<file path="config.mk">
export PLATFORM = sky130hd
export DESIGN_NAME = perf_monitor_flat
export DESIGN_NICKNAME = d
export VERILOG_FILES = /design/src/rtl/perf_monitor_if.sv /design/src/rtl/perf_monitor.sv /design/src/flat_wrapper.sv
export SDC_FILE = /design/constraint.sdc
export NUM_CORES = 1
export LEC_CHECK = 0
export BUFFER_PORTS_ARGS = -buffer_cell sky130_fd_sc_hd__buf_2
export CORE_MARGIN = 1.5
export CORE_UTILIZATION = 28
export CTS_CLUSTER_SIZE = 24
export DETAILED_ROUTE_END_ITERATION = 7
export HOLD_SLACK_MARGIN = 0.12
export REMOVE_ABC_BUFFERS = 1
export SLEW_MARGIN = 20
export SYNTH_ARGS = -nofsm -noshare
export SYNTH_HDL_FRONTEND = slang
export SYNTH_SLANG_ARGS = --single-unit
export TNS_END_PERCENT = 50
</file>
<file path="constraint.sdc">
create_clock -name clk -period 9.7 [get_ports clk]
set_input_delay 0 -clock clk [delete_from_list [all_inputs] [get_ports clk]]
set_output_delay 0 -clock clk [all_outputs]
set_load 0.005 [all_outputs]
</file>
<file path="src/rtl/perf_monitor_if.sv">
// Bundles the control, event, readback and status signals of perf_monitor.
// The monitor itself connects through the slave view; a host or driver uses master.
interface perf_monitor_if #(
   parameter int NCH = 4,
   parameter int CW  = 32,
   parameter int PCW = 16
);
   logic           start;
   logic           stop;
   logic           clear;
   logic [NCH-1:0] event_in;
   logic [PCW-1:0] pc;
   logic           snap_req;
   logic [3:0]     rd_sel;
   logic [CW-1:0]  rd_data;
   logic [CW-1:0]  cycle_count;
   logic [PCW-1:0] final_pc;
   logic [NCH-1:0] ovf;
   logic [1:0]     state;
   logic           done;

   modport master (
      output start, stop, clear, event_in, pc, snap_req, rd_sel,
      input  rd_data, cycle_count, final_pc, ovf, state, done
   );

   modport slave (
      input  start, stop, clear, event_in, pc, snap_req, rd_sel,
      output rd_data, cycle_count, final_pc, ovf, state, done
   );
endinterface

</file>
<file path="src/rtl/perf_monitor.sv">
// Performance monitor: NCH saturating event counters, a run-length cycle counter,
// a shadow snapshot bank, and final-PC capture, all sequenced by an IDLE/RUN/HALT FSM.
// A MAX_CYCLES value that does not fit in CW bits never matches the cycle counter,
// so no timeout occurs; the cycle counter then holds at all-ones once it gets there.
module perf_monitor #(
   parameter int NCH        = 4,
   parameter int CW         = 32,
   parameter int PCW        = 16,
   parameter int MAX_CYCLES = 5000
) (
   input  logic          clk,
   input  logic          rst,
   perf_monitor_if.slave bus
);

   localparam logic [1:0]    ST_IDLE = 2'd0;
   localparam logic [1:0]    ST_RUN  = 2'd1;
   localparam logic [1:0]    ST_HALT = 2'd2;
   localparam logic [CW-1:0] CNT_MAX = '1;
   localparam logic [32:0]   MAX_W   = 33'(MAX_CYCLES);

   logic [1:0]     state_q, state_d;
   logic [CW-1:0]  cycle_q, cycle_d;
   logic [PCW-1:0] final_pc_q, final_pc_d;
   logic [NCH-1:0] ovf_q, ovf_d;
   logic [CW-1:0]  cnt_q    [NCH];
   logic [CW-1:0]  cnt_d    [NCH];
   logic [CW-1:0]  shadow_q [NCH];
   logic [CW-1:0]  shadow_d [NCH];
   logic [CW-1:0]  rd_data_q, rd_data_d;

   function automatic logic [CW-1:0] sat_inc(input logic [CW-1:0] v);
      return (v == CNT_MAX) ? v : v + CW'(1);
   endfunction

   // FSM sequencing plus counter, snapshot, overflow and final-PC next-state logic
   always_comb begin
      state_d    = state_q;
      cycle_d    = cycle_q;
      final_pc_d = final_pc_q;
      ovf_d      = ovf_q;
      for (int i = 0; i < NCH; i++) begin
         cnt_d[i]    = cnt_q[i];
         shadow_d[i] = shadow_q[i];
      end

      if (bus.clear) begin
         // clear beats start, stop and timeout
         state_d    = ST_IDLE;
         cycle_d    = '0;
         final_pc_d = '0;
         ovf_d      = '0;
         for (int i = 0; i < NCH; i++) begin
            cnt_d[i]    = '0;
            shadow_d[i] = '0;
         end
      end else begin
         case (state_q)
            ST_IDLE, ST_HALT: begin
               if (bus.start) begin
                  // a new run starts from a clean slate; final_pc is kept until next halt
                  state_d = ST_RUN;
                  cycle_d = '0;
                  ovf_d   = '0;
                  for (int i = 0; i < NCH; i++) begin
                     cnt_d[i]    = '0;
                     shadow_d[i] = '0;
                  end
               end
            end
            ST_RUN: begin
               cycle_d = sat_inc(cycle_q);
               for (int i = 0; i < NCH; i++) begin
                  if (bus.event_in[i]) begin
                     if (cnt_q[i] == CNT_MAX) ovf_d[i] = 1'b1;
                     cnt_d[i] = sat_inc(cnt_q[i]);
                  end
               end
               // snapshot holds the values including this edge's increments
               if (bus.snap_req) begin
                  for (int i = 0; i < NCH; i++) shadow_d[i] = cnt_d[i];
               end
               // stop and timeout together are just one halt
               if (bus.stop || (33'(cycle_d) == MAX_W)) begin
                  state_d    = ST_HALT;
                  final_pc_d = bus.pc;
               end
            end
            default: state_d = ST_IDLE;
         endcase
      end
   end

   // Readback mux: shadow bank while running, live counters otherwise, zero when out of range
   always_comb begin
      rd_data_d = '0;
      for (int i = 0; i < NCH; i++) begin
         if (bus.rd_sel == 4'(i)) begin
            rd_data_d = (state_q == ST_RUN) ? shadow_q[i] : cnt_q[i];
         end
      end
   end

   // State registers with asynchronous reset that abandons any run in progress
   always_ff @(posedge clk or posedge rst) begin
      if (rst) begin
         state_q    <= ST_IDLE;
         cycle_q    <= '0;
         final_pc_q <= '0;
         ovf_q      <= '0;
         rd_data_q  <= '0;
         for (int i = 0; i < NCH; i++) begin
            cnt_q[i]    <= '0;
            shadow_q[i] <= '0;
         end
      end else begin
         state_q    <= state_d;
         cycle_q    <= cycle_d;
         final_pc_q <= final_pc_d;
         ovf_q      <= ovf_d;
         rd_data_q  <= rd_data_d;
         for (int i = 0; i < NCH; i++) begin
            cnt_q[i]    <= cnt_d[i];
            shadow_q[i] <= shadow_d[i];
         end
      end
   end

   assign bus.state       = state_q;
   assign bus.done        = (state_q == ST_HALT);
   assign bus.cycle_count = cycle_q;
   assign bus.final_pc    = final_pc_q;
   assign bus.ovf         = ovf_q;
   assign bus.rd_data     = rd_data_q;

endmodule

</file>
<file path="src/flat_wrapper.sv">
// flat-port wrapper written by rule: the top's interface ports become plain ports
module perf_monitor_flat 
#(
   parameter int NCH        = 4,
   parameter int CW         = 32,
   parameter int PCW        = 16,
   parameter int MAX_CYCLES = 5000
)
  (clk, rst, bus_start, bus_stop, bus_clear, bus_event_in, bus_pc, bus_snap_req, bus_rd_sel, bus_rd_data, bus_cycle_count, bus_final_pc, bus_ovf, bus_state, bus_done);
  perf_monitor_if #(.NCH(NCH), .CW(CW), .PCW(PCW)) bus_i ();
  input  logic clk;
  input  logic rst;
  input wire logic [$bits(bus_i.start)-1:0] bus_start;
  input wire logic [$bits(bus_i.stop)-1:0] bus_stop;
  input wire logic [$bits(bus_i.clear)-1:0] bus_clear;
  input wire logic [$bits(bus_i.event_in)-1:0] bus_event_in;
  input wire logic [$bits(bus_i.pc)-1:0] bus_pc;
  input wire logic [$bits(bus_i.snap_req)-1:0] bus_snap_req;
  input wire logic [$bits(bus_i.rd_sel)-1:0] bus_rd_sel;
  output wire logic [$bits(bus_i.rd_data)-1:0] bus_rd_data;
  output wire logic [$bits(bus_i.cycle_count)-1:0] bus_cycle_count;
  output wire logic [$bits(bus_i.final_pc)-1:0] bus_final_pc;
  output wire logic [$bits(bus_i.ovf)-1:0] bus_ovf;
  output wire logic [$bits(bus_i.state)-1:0] bus_state;
  output wire logic [$bits(bus_i.done)-1:0] bus_done;
  assign bus_i.start = bus_start;
  assign bus_i.stop = bus_stop;
  assign bus_i.clear = bus_clear;
  assign bus_i.event_in = bus_event_in;
  assign bus_i.pc = bus_pc;
  assign bus_i.snap_req = bus_snap_req;
  assign bus_i.rd_sel = bus_rd_sel;
  assign bus_rd_data = bus_i.rd_data;
  assign bus_cycle_count = bus_i.cycle_count;
  assign bus_final_pc = bus_i.final_pc;
  assign bus_ovf = bus_i.ovf;
  assign bus_state = bus_i.state;
  assign bus_done = bus_i.done;
  perf_monitor #(.NCH(NCH), .CW(CW), .PCW(PCW), .MAX_CYCLES(MAX_CYCLES)) u_core (.clk(clk), .rst(rst), .bus(bus_i));
endmodule
</file>
# Word level (Yosys, flattened, before mapping)
# Index checks and enable logic that the tools add are counted.
# Widths: inputs -> output; s select.
# word_totals
output_inout_bits	87
ff_bits	342
input_bits	30
# classes
n_eq_ne	22
muxes	44
n_reduce_logical	15
n_addsub	5
# ops
op	count
$mux 32	19
$mux 128	4
$pmux 128 s2	2
$add 32x1->32 const B	5
$eq 32x32->1 const B	5
$pmux 32 s2	1
$mux 16	3
$eq 32x13->1 const B	1
$ne 3x3->1 const B	6
$reduce_and 4->1	4
$ne 3x2->1 const B	5
$eq 4x2->1 const B	2
$mux 1	8
$mux 4	2
$pmux 4 s2	1
$mux 2	3
$reduce_and 2->1	3
$eq 4x1->1 const B	1
$logic_not 4->1	1
$pmux 2 s2	1
$reduce_bool 2->1	2
$reduce_and 3->1	1
$reduce_bool 3->1	1
$eq 2x1->1 const B	1
other kinds (4)	4

# Longest topological paths before layout
# depth
word_depth	7
ltp_mapped	13
mapped_depth_nobuf	10

# Worst setup path after synthesis
# OpenSTA, ideal clock, no wires.
# synth_path
kind	reg-to-reg
start	register u_core.cycle_q[0] (netlist: u_core.bus.cycle_count[0])
end	register u_core.final_pc_q[0] (netlist: u_core.bus.final_pc[0])
required_ps	9579
path_stages_with_launch	13
arrival_ps	2948
synth_period_minus_slack_ps	3069
path_slack_ps	6631
setup_time_ps	121
cell_sequence	dfrtp_1 > ha_1 > buf_2 > nand4_1 > or4_4 > nor2_2 > nor3_1 > xor2_1 > nor4_1 > a41o_1 > a21oi_4 > buf_6 > a22o_1
# synth_via
elab_chain_cells	6
word_cells_on_any_way	7
cone_classes	add/sub: 1; eq/ne: 2; mux: 1; reduce/logical: 3
# synth_lines
element	line	rtl
from (decl)	perf_monitor.sv:23	logic [CW-1:0] cycle_q, cycle_d;
from (signal assigned)	perf_monitor.sv:118	cycle_q <= cycle_d;
$add 32x1->32 or $eq 32x32->1 (tied branches)	perf_monitor.sv:33	return (v == CNT_MAX) ? v : v + CW'(1);
$mux 32 *	perf_monitor.sv:33	
$eq 32x13->1 *	perf_monitor.sv:84	if (bus.stop || (33'(cycle_d) == MAX_W)) begin
$logic_or 1x1->1 *	perf_monitor.sv:84	
$reduce_bool 2->1 (no source line) *	-	
$reduce_and 2->1 (no source line) *	-	
to (signal assigned)	perf_monitor.sv:119	final_pc_q <= final_pc_d;
to (decl)	perf_monitor.sv:24	logic [PCW-1:0] final_pc_q, final_pc_d;
# Every way passes the cells marked *; elsewhere a longest branch is shown, timed or not.
# A chain may end at the register's enable or synchronous reset.

# Worst setup path in the final report
# layout_path
start	register u_core.cycle_q[0] (netlist: u_core.bus.cycle_count[0])
end	register u_core.final_pc_q[7] (netlist: u_core.bus.final_pc[7])
# Same word-level chain as after synthesis.

==> summary.txt <==
Run status
  – Status: finished clean

Timing
  – Slew @ Worst Pin: 1117 ps
  – Slew Viols, Final: 0
  – PnR worst setup slack: 5324 ps
  – Final hold violation count: 0
  – Final Cycle Share: 45.11%
  – Tmin final: 4376 ps
  – Setup TNS: 0 ps
  – Slew HR: 25.40%
  – Fmax: 228.5 MHz
  – RSZ-0062 raised after global routing: no
  – Clock Skew: 26.92 ps
  – Finish-stage setup viols: 0

Yosys
  – Flops & latches, synth: 342
  – Post-Synthesis Cell Area: 18,660 µm²
  – Ys flop type: dfrtp_1
  – Number of synthesized flops with an enable pin: 0
  – Synth cell types: 71
  – Synth Instances: 2,210
  – Most frequent cell after synthesis: nand2_1
  – Commonest cells post-synth: nand2_1 (421), o21ai_0 (378), dfrtp_1 (342)
  – Synth area leaders: dfrtp_1 (46%), o21ai_0 (10%), nand2_1 (8.5%)
  – Share of the synthesized area in the top cell type: 45.87%
  – Async SR Flop Fraction: 100.0%
  – Synth Area per Inst: 8.442 µm²
  – Sequential cell area fraction in the yosys report: 45.87%
  – Synth warn: 0
  – Cell taking the most area after synthesis: dfrtp_1

Critical path
  – Type of origin of the critical path: register
  – CP top delay family: simple AND/OR/NAND/NOR gates
  – Crit path cell chain: ha_1, nand4_1, nor4_2, nand2_1, nand2_1, o211ai_1, nor4_1, a41o_1, a21oi_4, a22o_1, dlygate4sd3_1
  – CP Max Fanout: 16
  – Slowest-stage cell, CP: nor4_1
  – CP max stage delay: 640 ps
  – Arr. time, crit path: 4820 ps
  – Crit path buf inv count: 1
  – CP Capture Type: register
  – Cell mode on critical path: nand2_1
  – WS Path Type: reg2reg
  – Worst EP required: 10,140 ps

Detailed routing
  – Met2 WL: 27,750 µm
  – 1st-pass router iterations: 5
  – Vias/cell: 5.237
  – Routed met1 length: 27,030 µm
  – Max Used Layer: met4
  – Total number of vias: 16,560
  – Routed wire per std cell: 18.75 µm
  – DRC: 0
  – Routed wl met3: 3168 µm
  – Iter 0 DRT Violations: 1,245
  – Post-DRT Antenna Nets: 0
  – Total wire length: 59,300 µm

Die
  – Core box area: 65,860 µm²
  – Initial core utilization: 28.33%
  – Die Y: 261.1 µm
  – I/O Pins: 117
  – Row cnt: 94
  – Die ar.: 68,190 µm²
  – Die X-Extent: 261.1 µm

Placement
  – Placed Instances: 3,041
  – Placed wire-length estimate: 36,340 µm
  – Pre-CTS setup slack: 5910 ps
  – RD Place Congestion: 0.8653
  – Port Buffers: 116

Layout
  – NumNets Final: 2,301
  – Post-Layout Cell Count: 3,162
  – Ant diodes: 0
  – Proportion of layout cells with a drive suffix above 1: 10.66%
  – Final core occ: 33.01%
  – Area delta synth->final: 16.55%

Power and ir drop
  – Power Density: 151.1 nW/µm²
  – Lkg Pwr: 9.020 nW
  – Peak VDD IR: 0.0001144 V

Global routing
  – Total grt overflow: 0
  – Largest net degree at the start of global routing: 154
  – Total GRT Usage: 17.49%
  – Vias in the first global route: 16,058
  – First-pass GRT wire length: 94,850 µm
  – Antenna violations before repair: 1

Clock tree
  – Clock root buffer: clkbuf_16
  – CTS tree: yes
  – Sink Count: 342
  – Later-pin clock latency in the skew report: 580 ps
  – Worst-case clock buffer depth: 3
  – Post-CTS Setup Inserts: 0
  – H-tree depth: 2
  – CTS buffer count: 42
  – Clk pin slew, worst setup/hold paths: 50 ps

Job
  – MaxCap Viol Count: 0

Hold path
  – Hold crit path type: in2async
==> what timing repair did <==
action,4_1_cts,5_1_grt
hold buffers,45,0
gates resized for setup,0,0
hold endpoints to repair,204,0
==> path summary, 6_finish.rpt <==
kind	startpoint	endpoint	slack (ps)	cells past startpoint
min reg2reg	u_core.shadow_q[125]$_DFFE_PP0P_	u_core.shadow_q[125]$_DFFE_PP0P_	470	2
max in group asynchronous	rst	u_core.bus.rd_data[29]$_DFF_PP0_	8210	4
min in group clk	bus_snap_req	u_core.shadow_q[66]$_DFFE_PP0P_	150	5
max	u_core.bus.cycle_count[0]$_DFFE_PP0P_	u_core.bus.final_pc[7]$_DFFE_PP0P_	5320	11
min	rst	u_core.bus.rd_data[9]$_DFF_PP0_	140	3
max reg2reg	u_core.bus.cycle_count[0]$_DFFE_PP0P_	u_core.bus.final_pc[7]$_DFFE_PP0P_	5320	11
==> kinds of logic after synthesis <==
group                      Yosys count  synth area share, %
muxes                               14               0.7511
buffers and inverters              183                3.890
and+or+nand+nor                    798                19.86
xor gates and xnor gates           138                6.478
AOI/OAI and AO/OA                  730                22.81
adders and majority gates            5               0.3353
DFF                                342                45.87
==> layout by cell type, fill, tap and decap left out, drive strengths merged, types with 43 or more instances in the layout <==
cell         netlist  final
dlygate4sd3        0     45
nand2            421    421
a21oi            156    156
buf               30    139
clkbuf           142     64
xor2              61     61
xnor2             77     77
and3              43     43
o31ai             73     73
o21ai            384    384
nand3             55     55
nor2             134    134
dfrtp            342    342
==> layout make-up <==
| cell class | instances | area (µm²) |
|---|---|---|
| fillers | 6890 | 44120 |
| multi-input cells | 1685 | 9453 |
| flip-flops and latches | 342 | 8558 |
| clock buffers | 64 | 1224 |
| repair buffers | 184 | 1220 |
| well taps | 864 | 1081 |
| clock inverters | 12 | 158.9 |
| inverters | 11 | 48.80 |
==> stage by stage <==
step | instance area, µm² | hold slack, ps | total power [mW]
after floorplan | 17970 | 66.41 | 1.607
after CTS | 21730 | 134.8 | 3.325
after global placement | 19900 | 223.9 | 1.709
final | 21740 | 138.9 | 3.286
after detailed placement | 19900 | 230.1 | 1.709
after global routing | 21740 | 171.5 | 3.415
==> report_power, final <==
group	switching (mW)	internal, mW
registers	0.00839	1.44
logic	0.177	0.0655
clock network	0.641	0.951
==> per-layer routing <==
layer	global-route usage, %	vias to the layer above
met5	0	-
met4	4.853	0
met3	2.787	74
met2	28.17	483
met1	24.24	8067
li1	-	7936
==> flip-flops by register name (all words and copies together), names as in the netlist <==
signal	cells
u_core.bus.ovf	4
u_core.bus.rd_data	32
u_core.bus.final_pc	16
u_core.cnt_q	128
u_core.bus.state	2
u_core.bus.cycle_count	32
u_core.shadow_q	128
==> worst min-delay path, cell delays in order <==
cell and delay, ps:
dlygate4sd3_1 540, buf_2 150, inv_8 500
Power figures use the tool's default switching activity.
